<file path="config.mk">
export PLATFORM = sky130hd
export DESIGN_NAME = ranc_tick_scheduler
export DESIGN_NICKNAME = d
export VERILOG_FILES = /design/src/rtl/ranc_ctrl_pkg.sv /design/src/rtl/ranc_period_timer.sv /design/src/rtl/ranc_tick_scheduler.sv
export SDC_FILE = /design/constraint.sdc
export NUM_CORES = 1
export LEC_CHECK = 0
export ABC_AREA = 0
export CORE_MARGIN = 5
export CORE_UTILIZATION = 40
export CTS_BUF_LIST = sky130_fd_sc_hd__clkbuf_4 sky130_fd_sc_hd__clkbuf_8
export CTS_CLUSTER_DIAMETER = 200
export DETAILED_ROUTE_END_ITERATION = 6
export MAX_ROUTING_LAYER = met4
export PLACE_DENSITY = 0.67
export SETUP_SLACK_MARGIN = 0.05
export SYNTH_ARGS = -nofsm -noshare
export SYNTH_HDL_FRONTEND = slang
export SYNTH_SLANG_ARGS = --single-unit
</file>
<file path="constraint.sdc">
create_clock -name clk -period 2.7 [get_ports clk]
set_input_delay 0.54 -clock clk [delete_from_list [all_inputs] [get_ports clk]]
set_output_delay 0.54 -clock clk [all_outputs]
set_load 0.01 [all_outputs]
</file>
<file path="src/rtl/ranc_ctrl_pkg.sv">
// Shared definitions for the RANC run controller: state encoding and default widths.
package ranc_ctrl_pkg;

  localparam int TICK_CNT_WIDTH_DEF  = 16;
  localparam int PERIOD_WIDTH_DEF    = 20;
  localparam int SPIKE_CNT_WIDTH_DEF = 16;

  // Shortest legal spacing between tick pulses, in cycles.
  localparam int MIN_PERIOD = 2;

  typedef enum logic [2:0] {
    ST_IDLE,
    ST_WAIT_INPUT,
    ST_DRAIN,
    ST_TICK,
    ST_GAP,
    ST_FINISH
  } state_e;

endpackage

</file>
<file path="src/rtl/ranc_period_timer.sv">
// Loadable saturating down-counter. 'expired' is high while the count sits at zero.
// Used both as the tick-period timer and as the stall watchdog.
module ranc_period_timer #(
  parameter int W = 20
) (
  input  logic         clk,
  input  logic         rst_n,
  input  logic         load,
  input  logic [W-1:0] load_val,
  input  logic         en,
  output logic         expired
);

  logic [W-1:0] cnt_q, cnt_d;

  // Load has priority; otherwise count down while enabled and stop at zero.
  always_comb begin
    cnt_d = cnt_q;
    if (load)                   cnt_d = load_val;
    else if (en && cnt_q != '0) cnt_d = cnt_q - 1'b1;
  end

  // Count register.
  always_ff @(posedge clk or negedge rst_n) begin
    if (!rst_n) cnt_q <= '0;
    else        cnt_q <= cnt_d;
  end

  assign expired = (cnt_q == '0);

endmodule

</file>
<file path="src/rtl/ranc_tick_scheduler.sv">
// Run controller for a multi-tick RANC inference: gates each network tick on staged
// input, a drained input buffer and the minimum tick period; counts ticks and spikes,
// and flags a stall when the host or buffer stops making progress.
module ranc_tick_scheduler import ranc_ctrl_pkg::*; #(
  parameter int TICK_CNT_WIDTH  = TICK_CNT_WIDTH_DEF,
  parameter int PERIOD_WIDTH    = PERIOD_WIDTH_DEF,
  parameter int SPIKE_CNT_WIDTH = SPIKE_CNT_WIDTH_DEF,
  parameter int TIMEOUT_CYCLES  = 1_000_000
) (
  input  logic                       clk,
  input  logic                       rst_n,
  input  logic                       start,
  input  logic                       abort,
  input  logic [TICK_CNT_WIDTH-1:0]  num_ticks,
  input  logic [PERIOD_WIDTH-1:0]    tick_period,
  input  logic                       input_ready,
  input  logic                       buffer_empty,
  input  logic                       packet_out_valid,
  output logic                       tick,
  output logic                       busy,
  output logic                       done,
  output logic [TICK_CNT_WIDTH-1:0]  tick_count,
  output logic [SPIKE_CNT_WIDTH-1:0] spike_count,
  output logic                       stall_error
);

  localparam int WD_W = $clog2(TIMEOUT_CYCLES + 1);

  state_e                     state_q, state_d;
  logic [TICK_CNT_WIDTH-1:0]  nt_q, nt_d;
  logic [PERIOD_WIDTH-1:0]    per_q, per_d;
  logic [TICK_CNT_WIDTH-1:0]  tcnt_q, tcnt_d;
  logic [SPIKE_CNT_WIDTH-1:0] scnt_q, scnt_d;
  logic                       stall_q, stall_d;
  logic                       tick_q, tick_d;
  logic                       busy_q, busy_d;
  logic                       done_q, done_d;

  logic                       start_ok;
  logic                       stall_set;
  logic                       in_wait;
  logic [PERIOD_WIDTH-1:0]    per_clamped;
  logic                       per_load;
  logic [PERIOD_WIDTH-1:0]    per_load_val;
  logic                       per_expired;
  logic                       wd_expired;

  assign start_ok    = (state_q == ST_IDLE) && start && !abort;
  assign in_wait     = (state_q == ST_WAIT_INPUT) || (state_q == ST_DRAIN);
  assign per_clamped = (tick_period < PERIOD_WIDTH'(MIN_PERIOD)) ? PERIOD_WIDTH'(MIN_PERIOD)
                                                                 : tick_period;

  // The DRAIN->TICK decision is made one cycle before the pulse, so the timer is
  // reloaded with period-1 to land the next pulse exactly 'period' cycles later.
  // A fresh run loads zero so the first tick is not held back.
  assign per_load     = start_ok || (state_d == ST_TICK);
  assign per_load_val = start_ok ? '0 : per_q - 1'b1;

  ranc_period_timer #(.W(PERIOD_WIDTH)) u_period (
    .clk      (clk),
    .rst_n    (rst_n),
    .load     (per_load),
    .load_val (per_load_val),
    .en       (1'b1),
    .expired  (per_expired)
  );

  // Watchdog stays armed outside WAIT_INPUT/DRAIN and only counts while waiting;
  // it hits zero during the TIMEOUT_CYCLES-th waiting cycle.
  ranc_period_timer #(.W(WD_W)) u_watchdog (
    .clk      (clk),
    .rst_n    (rst_n),
    .load     (!in_wait),
    .load_val (WD_W'(TIMEOUT_CYCLES - 1)),
    .en       (in_wait),
    .expired  (wd_expired)
  );

  // Next-state logic; abort overrides everything, including a pending stall.
  always_comb begin
    state_d   = state_q;
    stall_set = 1'b0;
    unique case (state_q)
      ST_IDLE:       if (start_ok) state_d = ST_WAIT_INPUT;
      ST_WAIT_INPUT: begin
        if (nt_q == '0)       state_d = ST_FINISH;
        else if (wd_expired) begin
          state_d   = ST_IDLE;
          stall_set = 1'b1;
        end
        else if (input_ready) state_d = ST_DRAIN;
      end
      ST_DRAIN: begin
        if (wd_expired) begin
          state_d   = ST_IDLE;
          stall_set = 1'b1;
        end
        else if (buffer_empty && per_expired) state_d = ST_TICK;
      end
      ST_TICK:   state_d = (tcnt_q == nt_q) ? ST_FINISH : ST_GAP;
      ST_GAP:    state_d = ST_WAIT_INPUT;
      ST_FINISH: state_d = ST_IDLE;
      default:   state_d = ST_IDLE;
    endcase
    if (abort) begin
      state_d   = ST_IDLE;
      stall_set = 1'b0;
    end
  end

  // Run parameters, counters and registered outputs.
  always_comb begin
    nt_d    = nt_q;
    per_d   = per_q;
    tcnt_d  = tcnt_q;
    scnt_d  = scnt_q;
    stall_d = stall_q;
    if (start_ok) begin
      nt_d    = num_ticks;
      per_d   = per_clamped;
      tcnt_d  = '0;
      scnt_d  = '0;
      stall_d = 1'b0;
    end
    if (state_d == ST_TICK) tcnt_d = tcnt_q + 1'b1;
    if (busy_q && packet_out_valid && !abort && scnt_q != '1) scnt_d = scnt_q + 1'b1;
    if (stall_set) stall_d = 1'b1;
    tick_d = (state_d == ST_TICK);
    busy_d = (state_d != ST_IDLE);
    done_d = (state_d == ST_FINISH);
  end

  // State and datapath registers.
  always_ff @(posedge clk or negedge rst_n) begin
    if (!rst_n) begin
      state_q <= ST_IDLE;
      nt_q    <= '0;
      per_q   <= PERIOD_WIDTH'(MIN_PERIOD);
      tcnt_q  <= '0;
      scnt_q  <= '0;
      stall_q <= 1'b0;
      tick_q  <= 1'b0;
      busy_q  <= 1'b0;
      done_q  <= 1'b0;
    end else begin
      state_q <= state_d;
      nt_q    <= nt_d;
      per_q   <= per_d;
      tcnt_q  <= tcnt_d;
      scnt_q  <= scnt_d;
      stall_q <= stall_d;
      tick_q  <= tick_d;
      busy_q  <= busy_d;
      done_q  <= done_d;
    end
  end

  assign tick        = tick_q;
  assign busy        = busy_q;
  assign done        = done_q;
  assign tick_count  = tcnt_q;
  assign spike_count = scnt_q;
  assign stall_error = stall_q;

endmodule

</file>
== Yosys cells after proc, flatten, opt, wreduce, memory -nomap -nowiden ==
Index checks and enable logic that the tools add are counted.

* Add/subtract/negate cells: 5
* Magnitude comparators: 1
* Equal/unequal tests: 9
* Muxes and demuxes: 24
* Reduce and logical (&&, ||, !) cells: 21

{| class="wikitable"
|+ Operators by type and width
! operator !! number
|-
| $mux 20 || 6
|-
| $sub 20x1->20 const B || 3
|-
| $mux 16 || 3
|-
| $logic_not 20->1 || 2
|-
| $reduce_bool 20->1 || 2
|-
| $add 16x1->16 const B || 2
|-
| $mux 3 || 7
|-
| $lt 20x2->1 const B || 1
|-
| $eq 16x16->1 || 1
|-
| $logic_not 16->1 || 1
|-
| $ne 16x16->1 const B || 1
|-
| $pmux 3 s5 || 1
|-
| $eq 3x2->1 const B || 3
|-
| $reduce_bool 2->1 || 4
|-
| $logic_and 1x1->1 || 7
|-
| $eq 3x3->1 const B || 2
|-
| $mux 1 || 6
|-
| $eq 3x1->1 const B || 1
|-
| $logic_not 3->1 || 1
|-
| $reduce_bool 3->1 || 1
|-
| $logic_or 1x1->1 || 2
|-
| $ne 2x2->1 const B || 1
|-
| $pmux 1 s2 || 1
|-
| $logic_not 1->1 || 1
|}

* Register bits after elaboration: 115
* Input bits: 43
* Output and inout port bits: 36
* Logic and storage cells: 71

== Logic depth before layout (Yosys ltp) ==
Gate-level depths: netlist of run 1.

* Depth in word-level cells: 9
* Depth in mapped cells: 10
* Mapped depth without buffers: 9

== Modules after synthesis ==
From an unflattened synthesis of run 1, not the netlist that was laid out.

* Cell total of the unflattened synthesis: 783
* Area total of the unflattened synthesis: 6801.5 um2

{| class="wikitable"
|+ By module, submodules not included
! module !! times used !! cells each !! area each (um2) !! sequential area each (um2)
|-
| ranc_tick_scheduler || 1 || 484 || 4121.5 || 1878.1
|-
| ranc_period_timer (u_watchdog) || 1 || 165 || 1411.4 || 500.5
|-
| ranc_period_timer (u_period) || 1 || 134 || 1268.7 || 500.5
|}

== Least setup slack after synthesis of run 1 ==
Ideal clock, no wire load.

* Path type: register -> register
* From: reg scnt_q[0] (netlist: spike_count[0])
* To: reg scnt_q[12] (netlist: spike_count[12])
* Setup time: 130 ps
* Arrival: 2119 ps
* Required time: 2570 ps
* Path slack: 451 ps
* Cell stages (with the launch flop): 9
* Buffers on the path: 1
* Period minus slack after synthesis: 2249 ps
* Path through: dfrtp_1 > ha_1 > nand3_1 > nor4_1 > a31o_2 > buf_4 > a21oi_1 > o21ai_0 > o31ai_1

* Cells in the longest elaborated chain, start to end: 3
* Elaborated cells on any way between the ends: 5
* Classes of those cells: 1 x add/sub; 1 x eq/ne; 1 x mux; 2 x reduce/logical

{| class="wikitable"
|+ Ends and longest elaborated chain
! what !! RTL line !! text
|-
| start, declared || ranc_tick_scheduler.sv:33 || <nowiki>logic [SPIKE_CNT_WIDTH-1:0] scnt_q, scnt_d;</nowiki>
|-
| start signal, assigned || ranc_tick_scheduler.sv:150 || <nowiki>scnt_q <= scnt_d;</nowiki>
|-
| parallel branches: the longest is 3 deep, another holds $add 16x1->16 || -- ||
|}

Parallel ways; which one is timed is not known.
A chain may end at the register's enable or synchronous reset.

== Worst setup path in the final report of run 1 ==
* From: reg nt_q[11]
* To: reg tcnt_q[12] (netlist: tick_count[12])

* Cells in the longest elaborated chain, start to end: 6
* Elaborated cells on any way between the ends: 9
* Classes of those cells: 2 x eq/ne; 5 x mux; 2 x reduce/logical

{| class="wikitable"
|+ Ends and longest elaborated chain
! what !! RTL line !! text
|-
| start, declared || ranc_tick_scheduler.sv:30 || <nowiki>logic [TICK_CNT_WIDTH-1:0] nt_q, nt_d;</nowiki>
|-
| start signal, assigned || ranc_tick_scheduler.sv:147 || <nowiki>nt_q <= nt_d;</nowiki>
|-
| $eq 16x16->1 / $logic_not 16->1 (equally long branches) || ranc_tick_scheduler.sv:100, ranc_tick_scheduler.sv:86 ||
|-
| $mux 1 / $mux 3 (equally long branches) || ranc_tick_scheduler.sv:100, ranc_tick_scheduler.sv:86 ||
|-
| $pmux 3 s5 * || ranc_tick_scheduler.sv:83 || <nowiki>unique case (state_q)</nowiki>
|-
| $mux 3 * || ranc_tick_scheduler.sv:105 || <nowiki>if (abort) begin</nowiki>
|-
| $eq 3x2->1 * || ranc_tick_scheduler.sv:125 || <nowiki>if (state_d == ST_TICK) tcnt_d = tcnt_q + 1'b1;</nowiki>
|-
| $mux 16 / $reduce_bool 2->1 (equally long branches) || -- ||
|-
| end signal, assigned || ranc_tick_scheduler.sv:149 || <nowiki>tcnt_q <= tcnt_d;</nowiki>
|-
| end, declared || ranc_tick_scheduler.sv:32 || <nowiki>logic [TICK_CNT_WIDTH-1:0] tcnt_q, tcnt_d;</nowiki>
|}

Mark *: on every way between the ends. The rest lies on a longest branch, timed or not.

==> flow_metrics.env, run 1 <==
export IMPL_synth_top_flop_cell="dfrtp_1"
export IMPL_cp_max_fo=12
export IMPL_route_detailed_drc=0
export IMPL_antenna_cells=0
export IMPL_clk_pin_slew_ns=0.07
export IMPL_ant_nets=0
export IMPL_synth_area_leader_cell="dfrtp_1"
export IMPL_die_h_um=135
export IMPL_pre_cts_ws_ns=0.157
export IMPL_cts_sinks=115
export IMPL_synth_area_top_cells="dfrtp_1, nand2_1, xnor2_1"
export IMPL_async_flop_share_pct=100
export IMPL_root_buffer="clkbuf_8"
export IMPL_crit_required_ns=3.05
export IMPL_finalWorstSetupSlack_ns=0.307
export IMPL_max_cap_violations=0
export IMPL_avgSynthCellArea_um2=9.12
export IMPL_slew_limit_headroom_pct=56.6
export IMPL_vdd_drop_max_v=0.000384
export IMPL_fin_area_um2=7870
export IMPL_ys_seq_area_share_pct=46.0
export IMPL_worst_pin_slew_ns=0.649
export IMPL_power_density_nw_per_um2=750
export IMPL_timing_final_crit_share_pct=88.6
export IMPL_ys_types=66
export IMPL_grt_pass1_wl_um=27600
export IMPL_rsz0062_at_grt="no"
export IMPL_num_fill_cells=1400
export IMPL_cp_arrival_ns=2.74
export IMPL_fmax_mhz=418
export IMPL_synth_commonest_cells="nand2_1, dfrtp_1, nor2_1"
export IMPL_port_buffers=78
export IMPL_pin_count=79
export IMPL_fin_cells=1009
export IMPL_finalSetupTns_ns=0
export IMPL_row_count=45
export IMPL_seq_area_um2=2880
export IMPL_tritoncts="yes"
export IMPL_wirelength_um=16700
export IMPL_fin_skew_ns=0.0116
export IMPL_syn_area_um2=6260
export IMPL_grt_usage_pct=19.2
export IMPL_viasPerCell=5.42
export IMPL_endpoint_kind="register"
export IMPL_dpl_cell_area_um2=7390
export IMPL_clk_latency_ns=0.44
export IMPL_status="finished, final reports clean"
export IMPL_start_kind="register"
export IMPL_yosysWarnings=0
export IMPL_first_pass_iters=5
export IMPL_area_delta_synth_final_pct=25.6
export IMPL_grt_max_degree=49
export IMPL_final_layout_size_suffix_gt1_share_pct=10.4
export IMPL_whs_path_depth=2
export IMPL_syn_inst=687
export IMPL_htree_levels=4
export IMPL_coreArea_um2=15300
export IMPL_synth_top_area_share_pct=45.5
export IMPL_cts_buffer_depth=2
export IMPL_vias=5464
export IMPL_synth_fp_nets=737
export IMPL_nets=835
export IMPL_ys_ff_latch=115
export IMPL_synth_most_common_cell="nand2_1"
export IMPL_multi_input_area_um2=3170
export IMPL_place_congestion=0.867
export IMPL_worstSetupPathType="register to register"
export IMPL_synth_edf_count=0
export IMPL_die_area_um2=18300
export IMPL_drt_iter0_drc=308
export IMPL_hold_viol_final=0
export IMPL_grt_pass1_vias=5542
export IMPL_initial_utilization_pct=41.1
export IMPL_cts_made_buffers=17
export IMPL_setup_viol=0
export IMPL_hold_class="register to register"
export IMPL_ff2ff_path_depth=8
export IMPL_place_hpwl_um=12400
export IMPL_dp_cells=976
export IMPL_final_min_clock_period_ns=2.39
export IMPL_power_leakage_uw=0.00327
export IMPL_grt_overflow=0
export IMPL_antenna_found_initial=0
export IMPL_dieWidth_um=135
export IMPL_routedWlPerCell_um=16.6
export IMPL_maxSlewViolCount=0
==> worst max-delay path: stages, from the launching register on <==
cell	delay, ns
dfrtp_1	0.44
nor4_2	0.47
a41oi_1	0.28
a31oi_1	0.28
or2_1	0.17
buf_4	0.20
a2bb2oi_2	0.07
buf_4	0.19
o221ai_1	0.19
==> path summary, 6_finish.rpt <==
kind / from / end / slack, ns
max: nt_q[11] / tick_count[12] / 0.31
min: per_q[1] / per_q[1] / 0.49
max reg2reg: nt_q[11] / tick_count[12] / 0.31
min reg2reg: per_q[1] / per_q[1] / 0.49
max in group asynchronous: rst_n / u_period.cnt_q[12] / 1.49
min in group asynchronous: rst_n / spike_count[9] / 0.55
==> registers in the layout (all words and copies together) (netlist names) <==
name              count
u_period.cnt_q       20
state_q               3
u_watchdog.cnt_q     20
done                  1
spike_count          16
tick                  1
tick_count           16
busy                  1
stall_error           1
per_q                20
nt_q                 16
==> area by class of cell <==
class,count,share of cell area [%]
multi-input combinational,522,40.3
sequential,115,36.6
timing repair buffer,104,12.7
clock buffer,24,3.96
tap,211,3.35
clock inverter,8,1.88
inverter,25,1.19
==> through the flow <==
stage / util [%] / total power [uW] / hold WS [ns]
6_report: 51.6 / 5900 / 0.494
5_1_grt: 51.6 / 6220 / 0.527
4_1_cts: 51.5 / 5930 / 0.493
3_5_place_dp: 48.5 / 4070 / 0.483
3_3_place_gp: 48.5 / 4000 / 0.476
2_1_floorplan: - / 3380 / 0.244
==> report_power, final <==
part	internal (uW)	switching, uW	total [uW]
logic	784	822	1610
registers	2030	431	2460
clock network	1130	703	1840
total	3950	1960	5900
==> layout by cell type (no fill, tap or decap), types with 12 or more instances in the layout <==
cell / Yosys / routed
clkdlybuf4s50_1: 0 / 77
nor4_1: 21 / 20
o22ai_1: 18 / 18
nor2_1: 42 / 42
xnor2_1: 34 / 34
buf_4: 4 / 24
clkbuf_8: 0 / 21
o21ai_0: 24 / 24
nand2_1: 143 / 143
or3_1: 17 / 17
xor2_1: 34 / 34
nor3_1: 24 / 24
o31ai_1: 12 / 12
dfrtp_1: 114 / 114
inv_1: 24 / 24
nand3_1: 27 / 27
==> kinds of logic (layout without fill, tap and decap cells) <==
group | count (synthesis) | after routing | share of synthesized area, %
simple gates | 332 | 332 | 26.3
flops | 115 | 115 | 46.0
compound gates | 110 | 110 | 12.5
xor+xnor | 68 | 68 | 9.51
buf+inv | 50 | 161 | 3.52
fa+ha+maj | 7 | 7 | 1.40
mux | 5 | 5 | 0.799
==> per-layer routing <==
layer | share of wire, % | track usage [%]
met1 | 46 | 24.8
met2 | 48 | 30.2
met3 | 4.9 | 4.20
met4 | 1.1 | 6.22
met5 | 0 | -
==> repair_timing <==
| item | in CTS | in global routing |
|---|---|---|
| endpoints found under the setup margin | 0 | 11 |
| hold buffers | 1 | 0 |
| buffers inserted | 0 | 0 |
| hold endpoints to repair | 9 | 0 |
| gates resized for setup | 0 | 2 |
Note: power is estimated with default switching activity, not from simulation.
==> inputs of run 2 (changes only) <==
--- a/config.mk
+++ b/config.mk
@@ -14,4 +14,5 @@
 export MAX_ROUTING_LAYER = met4
 export PLACE_DENSITY = 0.67
+export RECOVER_POWER = 25
 export SETUP_SLACK_MARGIN = 0.05
 export SYNTH_ARGS = -nofsm -noshare
==> constraint.sdc (replaced) <==
create_clock -name clk -period 2.7 [get_ports clk]
set_input_delay 0.54 -clock clk [delete_from_list [all_inputs] [get_ports clk]]
set_output_delay 0.54 -clock clk [all_outputs]
set_load 0.1 [all_outputs]
==> flow_metrics.env, run 2 (synthesis results as in run 1) <==
export IMPL_violations="max-capacitance violations, max-slew violations"
export IMPL_drt_iter0_drc=472
export IMPL_grt_pass1_wl_um=26800
export IMPL_top_regs="per_q: 20 flops, u_period.cnt_q: 20 flops, u_watchdog.cnt_q: 20 flops"
export IMPL_first_pass_iters=5
export IMPL_grt_pass1_vias=5406
export IMPL_p_comb_share_pct=33.3
export IMPL_worstSetupPathType="register to register"
export IMPL_die_area_um2=18300
export IMPL_row_count=45
export IMPL_status="finished, violations left"
export IMPL_dieWidth_um=135
export IMPL_clkPwrFrac_pct=29.1
export IMPL_layout_cells_most_common_list="nand2_1, dfrtp_1, buf_4"
export IMPL_post_cts_buffers=0
export IMPL_place_hpwl_um=11800
export IMPL_nets=831
export IMPL_cp_max_fo=19
export IMPL_route_detailed_drc=0
export IMPL_vias=5467
export IMPL_rsz0062_at_grt="yes"
export IMPL_slew_limit_headroom_pct=-0.742
export IMPL_hold_slack_ns=0.0678
export IMPL_grt_max_degree=61
export IMPL_hold_buffers=0
export IMPL_tritoncts="yes"
export IMPL_place_congestion=0.961
export IMPL_grt_overflow=0
export IMPL_setup_viol=0
export IMPL_vdd_drop_max_v=0.000769
export IMPL_clk_latency_ns=0.44
export IMPL_final_min_clock_period_ns=2.56
export IMPL_crit_required_ns=3.01
export IMPL_initial_utilization_pct=41.1
export IMPL_grt_usage_pct=18.6
export IMPL_area_delta_synth_final_pct=23.8
export IMPL_clk_pin_slew_ns=0.07
export IMPL_viasPerCell=5.44
export IMPL_antenna_found_initial=0
export IMPL_coreArea_um2=15300
export IMPL_htree_levels=4
export IMPL_maxSlewViolCount=61
export IMPL_fmax_mhz=391
export IMPL_cts_sinks=115
export IMPL_routedWlPerCell_um=16.0
export IMPL_root_buffer="clkbuf_8"
export IMPL_ant_nets=0
export IMPL_finalWorstSetupSlack_ns=0.140
export IMPL_fin_skew_ns=0.0126
export IMPL_hold_class="primary input to asynchronous set/reset pin"
export IMPL_pre_cts_ws_ns=0.0574
export IMPL_rr_startpoint="u_watchdog.cnt_q[0]"
export IMPL_start_kind="register"
export IMPL_power_density_nw_per_um2=842
export IMPL_port_buffers=78
export IMPL_hold_viol_final=0
export IMPL_cts_buffer_depth=2
export IMPL_endpoint_kind="register"
export IMPL_layout_commonest_cell="nand2_1"
export IMPL_timing_final_crit_share_pct=94.8
export IMPL_final_layout_size_suffix_gt1_share_pct=15.5
export IMPL_p_sw_share_pct=39.1
export IMPL_pin_count=79
export IMPL_finalSetupTns_ns=0
export IMPL_p_switching_uw=2550
export IMPL_cts_made_buffers=17
export IMPL_antenna_cells=0
export IMPL_worst_pin_slew_ns=1.51
export IMPL_cp_arrival_ns=2.87
export IMPL_power_leakage_uw=0.00330
export IMPL_p_seq_share_pct=37.6
export IMPL_startpoint="u_watchdog.cnt_q[0]"
export IMPL_die_h_um=135
export IMPL_power_internal_uw=3980
export IMPL_wirelength_um=16100
export IMPL_max_cap_violations=1
[run 2: cell count changes in the layout (fill, tap and decap cells not counted), sizes merged]
cell           before  now
clkdlybuf4s50      77   41
bufinv              4    5
clkbuf             24   25
clkinv              1    2
buf                26   57
clkinvlp            3    2
dlygate4sd3         1    0
[run 2: worst paths after layout]
check	depth (start not counted)	slack (ns)	to
setup / recovery	9	0.14	u_period.cnt_q[11]
hold reg to reg	2	0.50	per_q[19]
max in group asynchronous	2	0.76	per_q[18]
hold / removal	1	0.07	spike_count[9]
min in group clk	2	0.50	per_q[19]
setup reg to reg	9	0.14	u_period.cnt_q[11]
[run 2: through the flow]
stage	instances	instance area, um2	power, uW	utilization (%)
5_1_grt	1005	7750	6850	50.8
3_3_place_gp	973	7290	4590	47.8
6_report	1005	7750	6530	50.8
3_5_place_dp	973	7290	4650	47.8
4_1_cts	1005	7770	6570	50.9
2_1_floorplan	687	6280	4000	-
[run 2: metal layers]
layer	wire (um)	GRT usage, %	part of all wire, %
met5	0	-	0
met1	7340	24.2	46
met4	290	5.94	1.8
met2	7750	29.1	48
met3	748	4.31	4.6
[run 2: worst max-delay path, stage by stage, from the launching register on]
cell	delay, ns
dfrtp_1	0.40
inv_1	0.14
ha_1	0.17
nor4b_2	0.23
nand3_1	0.18
or3_1	0.42
o21a_1	0.29
o21ai_4	0.32
buf_12	0.19
o22ai_1	0.09
[run 2: timing repair]
item,4_1_cts,5_1_grt
endpoints found under the setup margin,4,13
endpoints found under the hold margin,0,0
gates resized for setup,1,1
[run 2: power groups by stage]
| stage | clock network (uW) | logic [uW] | registers [uW] |
|---|---|---|---|
| final | 1900 | 2170 | 2460 |
| after global routing | 2010 | 2340 | 2500 |
| after CTS | 1940 | 2180 | 2450 |
| after detailed placement | 0 | 2170 | 2480 |
| after global placement | 0 | 2130 | 2470 |
| after floorplan | 0 | 991 | 3010 |
[run 2: layout make-up]
class,instances,area (um2)
fillers,1407,7500
multi-input cells,522,3170
flip-flops and latches,115,2890
repair buffers,100,860
clock buffers,23,298
well taps,211,264
clock inverters,9,175
inverters,25,93.8
